[src/rtl/alu_pkg.sv]
// Shared definitions for the ALU sharing block: opcode encodings, FSM states
// and default widths.
package alu_pkg;

  localparam int DEFAULT_DATA_W = 32;
  localparam int DEFAULT_OP_W   = 3;
  localparam int DEFAULT_CNT_W  = 16;

  localparam logic [2:0] OP_OR   = 3'b000;
  localparam logic [2:0] OP_AND  = 3'b001;
  localparam logic [2:0] OP_XOR  = 3'b010;
  localparam logic [2:0] OP_ADD  = 3'b011;
  localparam logic [2:0] OP_NOR  = 3'b100;
  localparam logic [2:0] OP_NAND = 3'b101;
  localparam logic [2:0] OP_SLT  = 3'b110;
  localparam logic [2:0] OP_SUB  = 3'b111;

  typedef enum logic [1:0] {
    IDLE = 2'd0,
    EXEC = 2'd1,
    RESP = 2'd2
  } state_t;

endpackage

[src/rtl/alu_share_arbiter_rr_arb2.sv]
// Two-way round-robin grant with its priority flop; prio points at the
// requester that wins the next tie and moves to the loser on each grant.
module rr_arb2 (
  input  logic       clk,
  input  logic       rst,
  input  logic [1:0] valid,
  input  logic       advance,
  output logic [1:0] grant
);

  logic prio_reg;

  always_comb begin
    grant = valid;
    if (valid == 2'b11) begin
      grant = prio_reg ? 2'b10 : 2'b01;
    end
  end

  always_ff @(posedge clk or posedge rst) begin
    if (rst) begin
      prio_reg <= 1'b0;
    end else if (advance) begin
      prio_reg <= grant[0];
    end
  end

endmodule

[src/rtl/alu_share_arbiter.sv]
// Shares one external combinational ALU between two requesters, one
// transaction in flight: accept -> drive ALU -> hold response until taken.
module alu_share_arbiter
  import alu_pkg::*;
#(
  parameter int DATA_W = DEFAULT_DATA_W,
  parameter int OP_W   = DEFAULT_OP_W,
  parameter int CNT_W  = DEFAULT_CNT_W
) (
  input  logic              clk,
  input  logic              rst,
  input  logic              req0_valid,
  output logic              req0_ready,
  input  logic [DATA_W-1:0] req0_a,
  input  logic [DATA_W-1:0] req0_b,
  input  logic [OP_W-1:0]   req0_op,
  input  logic              req1_valid,
  output logic              req1_ready,
  input  logic [DATA_W-1:0] req1_a,
  input  logic [DATA_W-1:0] req1_b,
  input  logic [OP_W-1:0]   req1_op,
  output logic [DATA_W-1:0] alu_a,
  output logic [DATA_W-1:0] alu_b,
  output logic [OP_W-1:0]   alu_op,
  input  logic [DATA_W-1:0] alu_result,
  output logic              rsp0_valid,
  input  logic              rsp0_ready,
  output logic [DATA_W-1:0] rsp0_result,
  output logic              rsp1_valid,
  input  logic              rsp1_ready,
  output logic [DATA_W-1:0] rsp1_result,
  output logic              busy,
  output logic [CNT_W-1:0]  op_count
);

  state_t            state_reg, state_next;
  logic [DATA_W-1:0] a_reg, b_reg, result_reg;
  logic [OP_W-1:0]   op_reg;
  logic              owner_reg;
  logic [CNT_W-1:0]  op_count_reg;

  logic [1:0] valid_idle;
  logic [1:0] grant;
  logic       accept;
  logic       rsp_fire;

  // Ready is combinational from valid, so it is also held low while reset is up.
  assign valid_idle = (state_reg == IDLE && !rst) ? {req1_valid, req0_valid} : 2'b00;
  assign accept     = |grant;
  assign rsp_fire   = (state_reg == RESP) && (owner_reg ? rsp1_ready : rsp0_ready);

  rr_arb2 u_arb (
    .clk     (clk),
    .rst     (rst),
    .valid   (valid_idle),
    .advance (accept),
    .grant   (grant)
  );

  always_comb begin
    state_next = state_reg;
    case (state_reg)
      IDLE:    if (accept) state_next = EXEC;
      EXEC:    state_next = RESP;
      RESP:    if (rsp_fire) state_next = IDLE;
      default: state_next = IDLE;
    endcase
  end

  always_ff @(posedge clk or posedge rst) begin
    if (rst) begin
      state_reg <= IDLE;
    end else begin
      state_reg <= state_next;
    end
  end

  always_ff @(posedge clk or posedge rst) begin
    if (rst) begin
      a_reg        <= '0;
      b_reg        <= '0;
      op_reg       <= '0;
      owner_reg    <= 1'b0;
      result_reg   <= '0;
      op_count_reg <= '0;
    end else begin
      if (accept) begin
        a_reg     <= grant[1] ? req1_a  : req0_a;
        b_reg     <= grant[1] ? req1_b  : req0_b;
        op_reg    <= grant[1] ? req1_op : req0_op;
        owner_reg <= grant[1];
      end
      if (state_reg == EXEC) begin
        result_reg <= alu_result;
      end
      if (rsp_fire) begin
        op_count_reg <= op_count_reg + 1'b1;
      end
    end
  end

  assign req0_ready  = grant[0];
  assign req1_ready  = grant[1];
  assign alu_a       = (state_reg == EXEC) ? a_reg  : '0;
  assign alu_b       = (state_reg == EXEC) ? b_reg  : '0;
  assign alu_op      = (state_reg == EXEC) ? op_reg : '0;
  assign rsp0_valid  = (state_reg == RESP) && !owner_reg;
  assign rsp1_valid  = (state_reg == RESP) &&  owner_reg;
  assign rsp0_result = result_reg;
  assign rsp1_result = result_reg;
  assign busy        = (state_reg != IDLE);
  assign op_count    = op_count_reg;

endmodule

[config.mk]
export PLATFORM = sky130hd
export DESIGN_NAME = alu_share_arbiter
export DESIGN_NICKNAME = d
export VERILOG_FILES = /design/src/rtl/alu_pkg.sv /design/src/rtl/alu_share_arbiter_rr_arb2.sv /design/src/rtl/alu_share_arbiter.sv
export SDC_FILE = /design/constraint.sdc
export NUM_CORES = 1
export LEC_CHECK = 0
export CAP_MARGIN = 10
export CORE_MARGIN = 5
export CORE_UTILIZATION = 42
export DETAILED_ROUTE_END_ITERATION = 8
export GPL_TIMING_DRIVEN = 0
export PLACE_DENSITY = 0.89
export SYNTH_ARGS = -nofsm -noshare
export SYNTH_HDL_FRONTEND = slang
export SYNTH_SLANG_ARGS = --single-unit
[constraint.sdc]
create_clock -name clk -period 6.2 [get_ports clk]
set_clock_uncertainty 0.2 [all_clocks]
set_input_delay 1.24 -clock clk [delete_from_list [all_inputs] [get_ports clk]]
set_output_delay 1.24 -clock clk [all_outputs]
set_load 0.01 [all_outputs]
==> qor.yml <==
run_status:
  outcome: "finished, final reports clean"
floorplanning:
  dieArea_um2: 16200
  initial_core_util_pct: 43.3
  die_w_um: 127
  die_h_um: 127
  core-area_um2: 13300
  pin_count: 324
  rows: 42
yosys:
  netlist_top_cells_area: "dfrtp_1 52%, nand2_1 9.2%, a31oi_1 7.3%"
  synthFlopType: "dfrtp_1"
  ys_warn_count: 0
  synth_nets: 790
  ys_seq_elements: 119
  syn-mean-instance-area_um2: 9.37
  synth_cells: 617
  synth_top_area_share_pct: 51.5
  synth.top_cells.by_count: "142 x nand2_1, 119 x dfrtp_1, 70 x nor2_1, 67 x a31oi_1, 67 x and2_1"
  ys_seq_area_share_pct: 51.5
  async_flop_share_pct: 100
  synthDistinctLibCells: 32
  synthesis.area_um2: 5780
  synth_top_area_cell: "dfrtp_1"
  yosysMostFrequentCell: "nand2_1"
  synth_edf_count: 0
cts:
  clk_latency_ns: 0.42
  root_buffer: "clkbuf_16"
  clock_path_buffers: 2
  cts-resized-gates: 0
  cts-buffers-inserted: 17
  htreeDepth: 4
  cts_hold_buf: 0
  clkTransAtPathRegs_ns: 0.05
  cts_sinks: 119
  cts_setup_buffers: 0
  tritoncts: "built"
power:
  p_total_mw: 4.53
  power.density_nw_per_um2: 456
  ir_worst_vdd_mv: 0.193
  p_leak_nw: 4.18
setup_path:
  max_stage_delay_ns: 0.58
  worstPathRequired_ns: 4.76
  crit_chain: "clkdlybuf4s50_1, nor4b_2, nand2_1, inv_2, buf_2, clkdlybuf4s50_1"
  start_kind: "primary input"
  worst-path-max-fanout: 10
  rr_startpoint: "state_reg[1]"
  ff2ff_setup_slack_ns: 4.04
  end_kind: "output pin"
  cpMostUsedCell: "clkdlybuf4s50_1"
  worstRegToRegCells: 6
  r2r_end: "b_reg[17]"
  slowest_stage: "clkdlybuf4s50_1"
  critPathKind: "in2out"
  arrival_ns: 3.37
route:
  ant_nets: 0
  vias: 5711
  drt-pass1-iter-count: 4
  wire_per_inst_um: 18.7
  drc_errors: 0
  via_per_inst: 4.97
  routed_wl_mm: 21.4
  drt_iter0_markers: 254
global_route:
  grt_pass1_vias: 5834
  antenna_found_initial: 0
  grt.total_usage_pct: 25.7
  grt-ovfl-total: 0
  grt_pass1_wl_mm: 31.9
  grt_max_degree: 62
timing:
  tns_ns: 0
  hold_viol_final: 0
  setup_viol: 0
  fin_crit_sh_pct: 77.6
  max_freq_ghz: 0.208
  period_needed_ns: 4.81
  rsz0062_at_grt: "false"
  timing.final.ws_setup_ns: 1.39
  slew_violations: 0
  worstMarginPinSlew_ns: 0.604
  slew_headroom_pct: 58.6
place:
  gp_congestion: 0.850
  hpwl_mm: 16.3
  port_buffers: 323
  post-place-ws_ns: 1.36
finish:
  final_nets: 1133
  antenna_cells: 0
  area.growth.synth_to_final_pct: 71.8
  drive_gt1_share_pct: 12.8
min_path:
  hold_path_class: "reg2reg"
  holdPathEnd: "op_count[11]"
  hold_start: "op_count[11]"
  min_path_cells: 1
job:
  max-cap-violations: 0
[power breakdown]
part	switching [mW]	internal [mW]	total [mW]	leakage, nW
Clock	0.359	0.744	1.10	0.318
Combinational	0.893	1.18	2.08	2.49
Sequential	0.225	1.13	1.35	1.37
Total	1.48	3.05	4.53	4.18
[worst max path at each step]
stage               from         endpoint  depth (start not counted)
floorplan            rst         a_reg[0]                          1
global placement     rst  rsp0_result[10]                          2
detailed placement   rst       req1_ready                          6
CTS                  rst       req1_ready                          6
global route         rst       req1_ready                          6
finish               rst       req1_ready                          6
[through the flow]
stage                     hold WS, ns  std cells  instance area [µm²]  utilization, %
after detailed placement        0.284       1117                 9270            69.4
after global routing            0.295       1149                 9930            74.4
final                           0.288       1149                 9930            74.4
after CTS                       0.291       1149                 9930            74.4
after global placement          0.260       1116                 9230            69.2
after floorplan                 0.264        617                 5780               -
[routing by layer]
metal / routed length, µm / up-vias / track usage, % / part of all wire, %
li1: - / 2696 / - / -
met1: 7440 / 2690 / 27.0 / 35
met2: 11200 / 282 / 46.4 / 52
met3: 2170 / 43 / 8.72 / 10
met4: 680 / 0 / 11.4 / 3.2
met5: 0 / - / 0 / 0
[cells by family after synthesis]
group / count (synthesis) / synth area share, %
mux: 35 / 6.77
compound gates: 71 / 7.68
simple gates: 300 / 23.7
flops: 119 / 51.5
xor+xnor: 15 / 2.27
buf+inv: 76 / 7.79
fa+ha+maj: 1 / 0.216
[worst max-delay path: cells and delay by family]
family / cells / cell delay [ns]
simple gates: 2 / 0.57
buf+inv: 4 / 1.54
[layout by cell type (no fill, tap or decap), types with 2 or more instances in the layout]
cell type,Yosys,layout
a31oi_1,67,67
and2_1,67,67
and4_1,2,2
buf_2,18,18
buf_4,32,32
buf_6,3,3
bufinv_16,0,5
clkbuf_1,18,18
clkbuf_16,0,17
clkbuf_8,0,3
clkdlybuf4s50_1,0,323
clkinv_2,0,3
clkinvlp_4,0,3
dfrtp_1,119,119
inv_1,3,2
inv_6,0,2
mux2_2,33,33
mux2i_1,2,2
nand2_1,142,142
nand2b_1,2,2
nand3_1,5,5
nand4_1,4,4
nor2_1,70,70
nor3_1,2,2
xnor2_1,12,12
xor2_1,3,3
[area by class of cell]
cell class              instances  area, µm²
well taps                     176        220
fillers                       949       3420
plain buffers                  72        435
repair buffers                324       3260
inverters                       4       20.0
multi-input cells             422       2350
clock buffers                  20        467
clock inverters                12        196
flip-flops and latches        119       2980
(Power assumes the default switching activity.)
